===== config.mk =====
export PLATFORM = sky130hd
export DESIGN_NAME = barrel_shifter
export DESIGN_NICKNAME = d
export VERILOG_FILES = /design/src/rtl/barrel_shifter.sv
export SDC_FILE = /design/constraint.sdc
export NUM_CORES = 1
export LEC_CHECK = 0
export CORE_ASPECT_RATIO = 0.8
export CORE_MARGIN = 5
export CORE_UTILIZATION = 45
export CTS_CLUSTER_DIAMETER = 40
export CTS_CLUSTER_SIZE = 25
export DETAILED_ROUTE_END_ITERATION = 8
export PLACE_DENSITY = 0.79
export SLEW_MARGIN = 30
export SYNTH_ARGS = -nofsm -noshare
export SYNTH_HDL_FRONTEND = slang
export SYNTH_SLANG_ARGS = --single-unit
export TNS_END_PERCENT = 1

===== constraint.sdc =====
create_clock -name clk -period 1.2 [get_ports clk]
set_input_delay 0.18 -clock clk [delete_from_list [all_inputs] [get_ports clk]]
set_output_delay 0.18 -clock clk [all_outputs]
set_load 0.01 [all_outputs]

===== src/rtl/barrel_shifter.sv =====
// barrel_shifter: log2(WIDTH)-stage shift/rotate network with a one-cycle registered output
module barrel_shifter #(
  parameter int WIDTH = 8,
  parameter bit ROTATE = 1'b0
) (
  input  logic                     clk,
  input  logic                     rst,
  input  logic                     in_valid,
  input  logic [WIDTH-1:0]         in_data,
  input  logic [$clog2(WIDTH)-1:0] n,
  input  logic                     lr,
  output logic [WIDTH-1:0]         out_data,
  output logic                     out_valid
);
  localparam int L = $clog2(WIDTH);
  logic [WIDTH-1:0] s [0:L];
  assign s[0] = in_data;
  for (genvar k = 0; k < L; k++) begin : g_stage
    localparam int D = 1 << k;
    logic [WIDTH-1:0] l, r;
    // in rotate mode the bits pushed off one end wrap in at the other
    assign l = (s[k] << D) | (ROTATE ? s[k] >> (WIDTH - D) : '0);
    assign r = (s[k] >> D) | (ROTATE ? s[k] << (WIDTH - D) : '0);
    assign s[k+1] = n[k] ? (lr ? l : r) : s[k];
  end
  always_ff @(posedge clk or posedge rst) begin
    if (rst) begin
      out_data  <= '0;
      out_valid <= 1'b0;
    end else begin
      out_valid <= in_valid;
      if (in_valid) out_data <= s[L];
    end
  end
endmodule


## After elaboration in Yosys (flattened, before gate mapping)

Cells that the tools add are included.

| word-level totals | value |
|---|---|
| bits of input ports | 15 |
| RAM bits | 0 |
| memory bits (read-only) | 0 |
| flip-flop bits (word level) | 9 |
| memories | 0 |
| logic and storage cells | 8 |
| latch bits | 0 |
| output and inout port bits | 9 |

| cells by class | value |
|---|---|
| multiplexer cells | 6 |
| $lt $le $gt $ge | 0 |
| add/sub/neg operators | 0 |
| eq/ne operators | 0 |
| shifts and indexed selects | 0 |
| multiply operators | 0 |
| div/mod/pow operators | 0 |
| reduce and logical (&&, ||, !) cells | 0 |
| bitwise operators | 0 |

Operator list:

| cell | number |
|---|---|
| 8-bit 2-to-1 mux | 6 |

## Longest topological paths before layout

| depth | value |
|---|---|
| word-level depth | 6 |
| depth in mapped cells | 6 |
| mapped depth without buffers | 4 |

## Worst setup path after synthesis

OpenSTA, ideal clock, no wires.

| timing path | value |
|---|---|
| kind | input port to flip-flop |
| start | input port n[0] |
| end | register out_data[0] |
| arrival | 1.027 ns |
| data required time | 1.058 ns |
| cell stages on the path | 5 |
| setup time | 0.142 ns |
| slack | 0.031 ns |
| buffers on the path | 2 |
| cell sequence | buf_2 -> buf_4 -> mux4_1 -> a21oi_1 -> o221ai_1 |

| on the way | value |
|---|---|
| word-level cells in the longest chain between the ends | 5 |

Ends and longest elaborated chain:

| what | line | text |
|---|---|---|
| from (decl) | 10 | `input logic [$clog2(WIDTH)-1:0] n,` |
| 8-bit 2-to-1 mux * | 24 | `assign s[k+1] = n[k] ? (lr ? l : r) : s[k];` |
| 8-bit 2-to-1 mux | 24 |  |
| 8-bit 2-to-1 mux * | 24 |  |
| 8-bit 2-to-1 mux | 24 |  |
| 8-bit 2-to-1 mux * | 24 |  |
| to (signal assigned) | 32 | `if (in_valid) out_data <= s[L];` |
| to (decl) | 12 | `output logic [WIDTH-1:0] out_data,` |

Every way passes the cells marked *; elsewhere a longest branch is shown, timed or not.
A chain may end at the register's enable or synchronous reset.

## Worst setup path after layout

| timing path | value |
|---|---|
| start | input port in_data[6] |
| end | register out_data[0] |

| on the way | value |
|---|---|
| word-level cells in the longest chain between the ends | 5 |

Ends and longest elaborated chain:

| what | line | text |
|---|---|---|
| from (decl) | 9 | `input logic [WIDTH-1:0] in_data,` |
| 8-bit 2-to-1 mux (5 in a row) | 24 |  |

Every way passes these cells.

==> flow_summary_export.csv <==
group,metric,value,unit
outcome,status,"finished, final reports clean",
layout,final_area,0.00133,mm^2
floorplanning,dieHeight,49.4,um
global_route,grtUsageTotal,18.8,%
cts,cts_max_level,1,
yosys,synth-seq-cells,9,
cts,cts_setup_buffers,0,
power_and_ir_drop,fin_total_pwr,1.00,mW
routing,drt_iter0_drc,38,
power_and_ir_drop,p_leak,0.648,nW
layout,mostFrequentLayoutCells,"20 x buf_4, 16 x dlygate4sd2_1, 14 x nor2_1",
cts,clockRootBuffer,"clkbuf_4",
sta,fmax,880,MHz
worst_setup_path,path_max_fanout,4,
yosys,synth_fa_ha_area_share,0,%
yosys,synth-xor-area-share,0,%
power_and_ir_drop,seq_power_share,35.0,%
yosys,synth_area,873,um^2
placed_design,dp_slack,-0.656,ns
yosys,synth-simple-area-share,18.2,%
sta,period_share,94.7,%
layout,antenna_cells,0,
worst_setup_path,cp.arrival,1.26,ns
cts,cts.clk_slew.worst_paths,0.06,ns
floorplanning,core,0.00186,mm^2
floorplanning,die_width,59.3,um
floorplanning,start_util,47.0,%
worst_setup_path,required,1.32,ns
floorplanning,pin_count,24,
yosys,syn_avg_cell_area,8.32,um^2
sta,rsz0062_at_grt,"false",
sta,fin_ws,0.0633,ns
worst_setup_path,start_kind,"input pin",
power_and_ir_drop,vdd_drop_max,732,uV
yosys,yosysSeqAreaShare,25.8,%
power_and_ir_drop,swShare,32.4,%
yosys,synth-compound-area-share,28.7,%
global_route,overflow,0,
routing,wl_per_cell,15.7,um
sta,clock_skew,0,ns
global_route,grt_pass1_wl,4320,um
cts,insertion_delay,0.26,ns
worst_setup_path,worstSetupEndpointType,"register",
layout,drive_gt1_share,25.5,%
sta,tightest_slew,0.336,ns
power_and_ir_drop,powerDensity,755,mW/mm^2
layout,area_growth,51.7,%
yosys,syn_nets,120,
routing,dr.pass1.iters,4,
global_route,grt_antenna_before_repair,0,
cts,cts_hold_buf,0,
yosys,yosysUniqueCellTypes,28,
routing,drc,0,
sta,relSlewSlack,77.6,%
placed_design,gp_congestion,0.863,
sta,setup_tns,0,ns
routing,via_per_inst,5.80,
sta,maxSlewViolCount,0,
power_and_ir_drop,internal_power,0.676,mW
placed_design,port_buffers,23,
routing,route.antenna.remaining_nets,0,
sta,final_hold_viol_count,0,
yosys,yosysTopAreaCell,"dfrtp_1",
hold_path,holdCritPathClass,"input pin to async pin",
sta,setup_viol,0,
cts,cts_sinks,9,
job,cap_violations,0,
power_and_ir_drop,comb_power_share,42.0,%
routing,vias,1004,
yosys,synth.area.top_cells,"dfrtp_1 26%, mux2i_1 14%, mux4_1 6.0%",
yosys,synth_cells,105,
power_and_ir_drop,power.share.clock,22.9,%
layout,layout_commonest_cell,"buf_4",
placed_design,dp_hpwl,2120,um
layout,final_nets,165,
sta,period_minus_slack,1.14,ns
floorplanning,rows,14,
cts,cts_buffer_depth,2,
yosys,synth_top_family_by_area,"compound AO/OA/AOI/OAI gates",
yosys,muxShareOfSynthArea,19.8,%
yosys,synth_warnings,0,
global_route,grt_pass1_vias,975,
power_and_ir_drop,p_sw,0.325,mW
floorplanning,die_area,0.00293,mm^2
placed_design,postPlaceCellArea,0.00127,mm^2
cts,cts_made_buffers,3,
worst_setup_path,path_class,"input pin to register",
layout,fin_util,71.4,%
yosys,synth_top_area_share,25.8,%
routing,totalWireLength,2720,um
worst_setup_path,r2r_setup_slack,0.38,ns
cts,tritoncts,"done",
global_route,grt_max_degree,15,
## power by group through the flow
| stage | Combinational (mW) | Clock [mW] | Sequential [mW] |
|---|---|---|---|
| finish | 0.421 | 0.229 | 0.351 |
| global route | 0.453 | 0.271 | 0.356 |
| CTS | 0.410 | 0.239 | 0.352 |
| detailed placement | 0.426 | 0 | 0.358 |
| global placement | 0.412 | 0 | 0.357 |
| floorplan | 0.185 | 0 | 0.373 |
## critical path, cell delays in order
cell	delay (ns)
dlygate4sd2_1	0.29
mux4_2	0.48
a21oi_2	0.16
o221ai_1	0.14
## metrics by stage
step	std cells	hold WS, ns
floorplan	105	0.00792
global placement	168	0.464
detailed placement	168	0.469
CTS	172	0.187
global route	173	0.190
finish	173	0.176
## per-layer routing
layer  GRT usage [%]  vias up  wire length (um)  share of wire (%)
li1                -      477                 -                  -
met1            24.1      483              1180                 43
met2            30.5       38              1360                 50
met3            5.29        6               128                4.7
met4            4.53        0                53                2.0
met5               0        -                 0                  0
## final cells by class
cell class              count  area (um^2)
repair buffers             49          427
fillers                   154          532
multi-input cells          83          602
inverters                   4         15.0
flip-flops and latches      9          225
well taps                  24         30.0
clock buffers               4         26.3
## synth_stat cells, drive strengths merged
master and count:
nor2 14, mux2i 12, a21oi 9, dfrtp 9, buf 7, nand2b 6, a31oi 5, o21ai 5
a211oi 4, inv 4, nand2 4, nand3b 4, o21bai 4, a21o 2, a32oi 2, clkbuf 2
mux4 2, nor2b 2, o22ai 2, a22o 1, a22oi 1, a41oi 1, nor3 1, o221ai 1
or3 1
## flip-flops by register name (all words and copies together), names as in the netlist
name and count:
out_data 8, out_valid 1
## what timing repair did
action	CTS	global route
cloned	0	1
resized for setup	28	8
hold endpoints to repair	0	0
setup endpoints to repair	17	8
pin swaps	5	2
## logic make-up (layout without fill, tap and decap cells)
family	count (synthesis)	after routing
AOI/OAI and AO/OA	37	37
muxes	14	14
and+or+nand+nor	32	32
DFF	9	9
buffers and inverters	13	57
## path summary, 6_finish.rpt
check,from,end,depth (start not counted)
max,in_data[6],out_data[0],4
min,rst,out_data[7],2
max reg2reg,out_data[2],out_data[2],3
min reg2reg,out_data[4],out_data[4],2
max in group asynchronous,rst,out_data[6],2
min in group clk,in_data[0],out_data[4],4
Note: power is estimated with default switching activity, not from simulation.
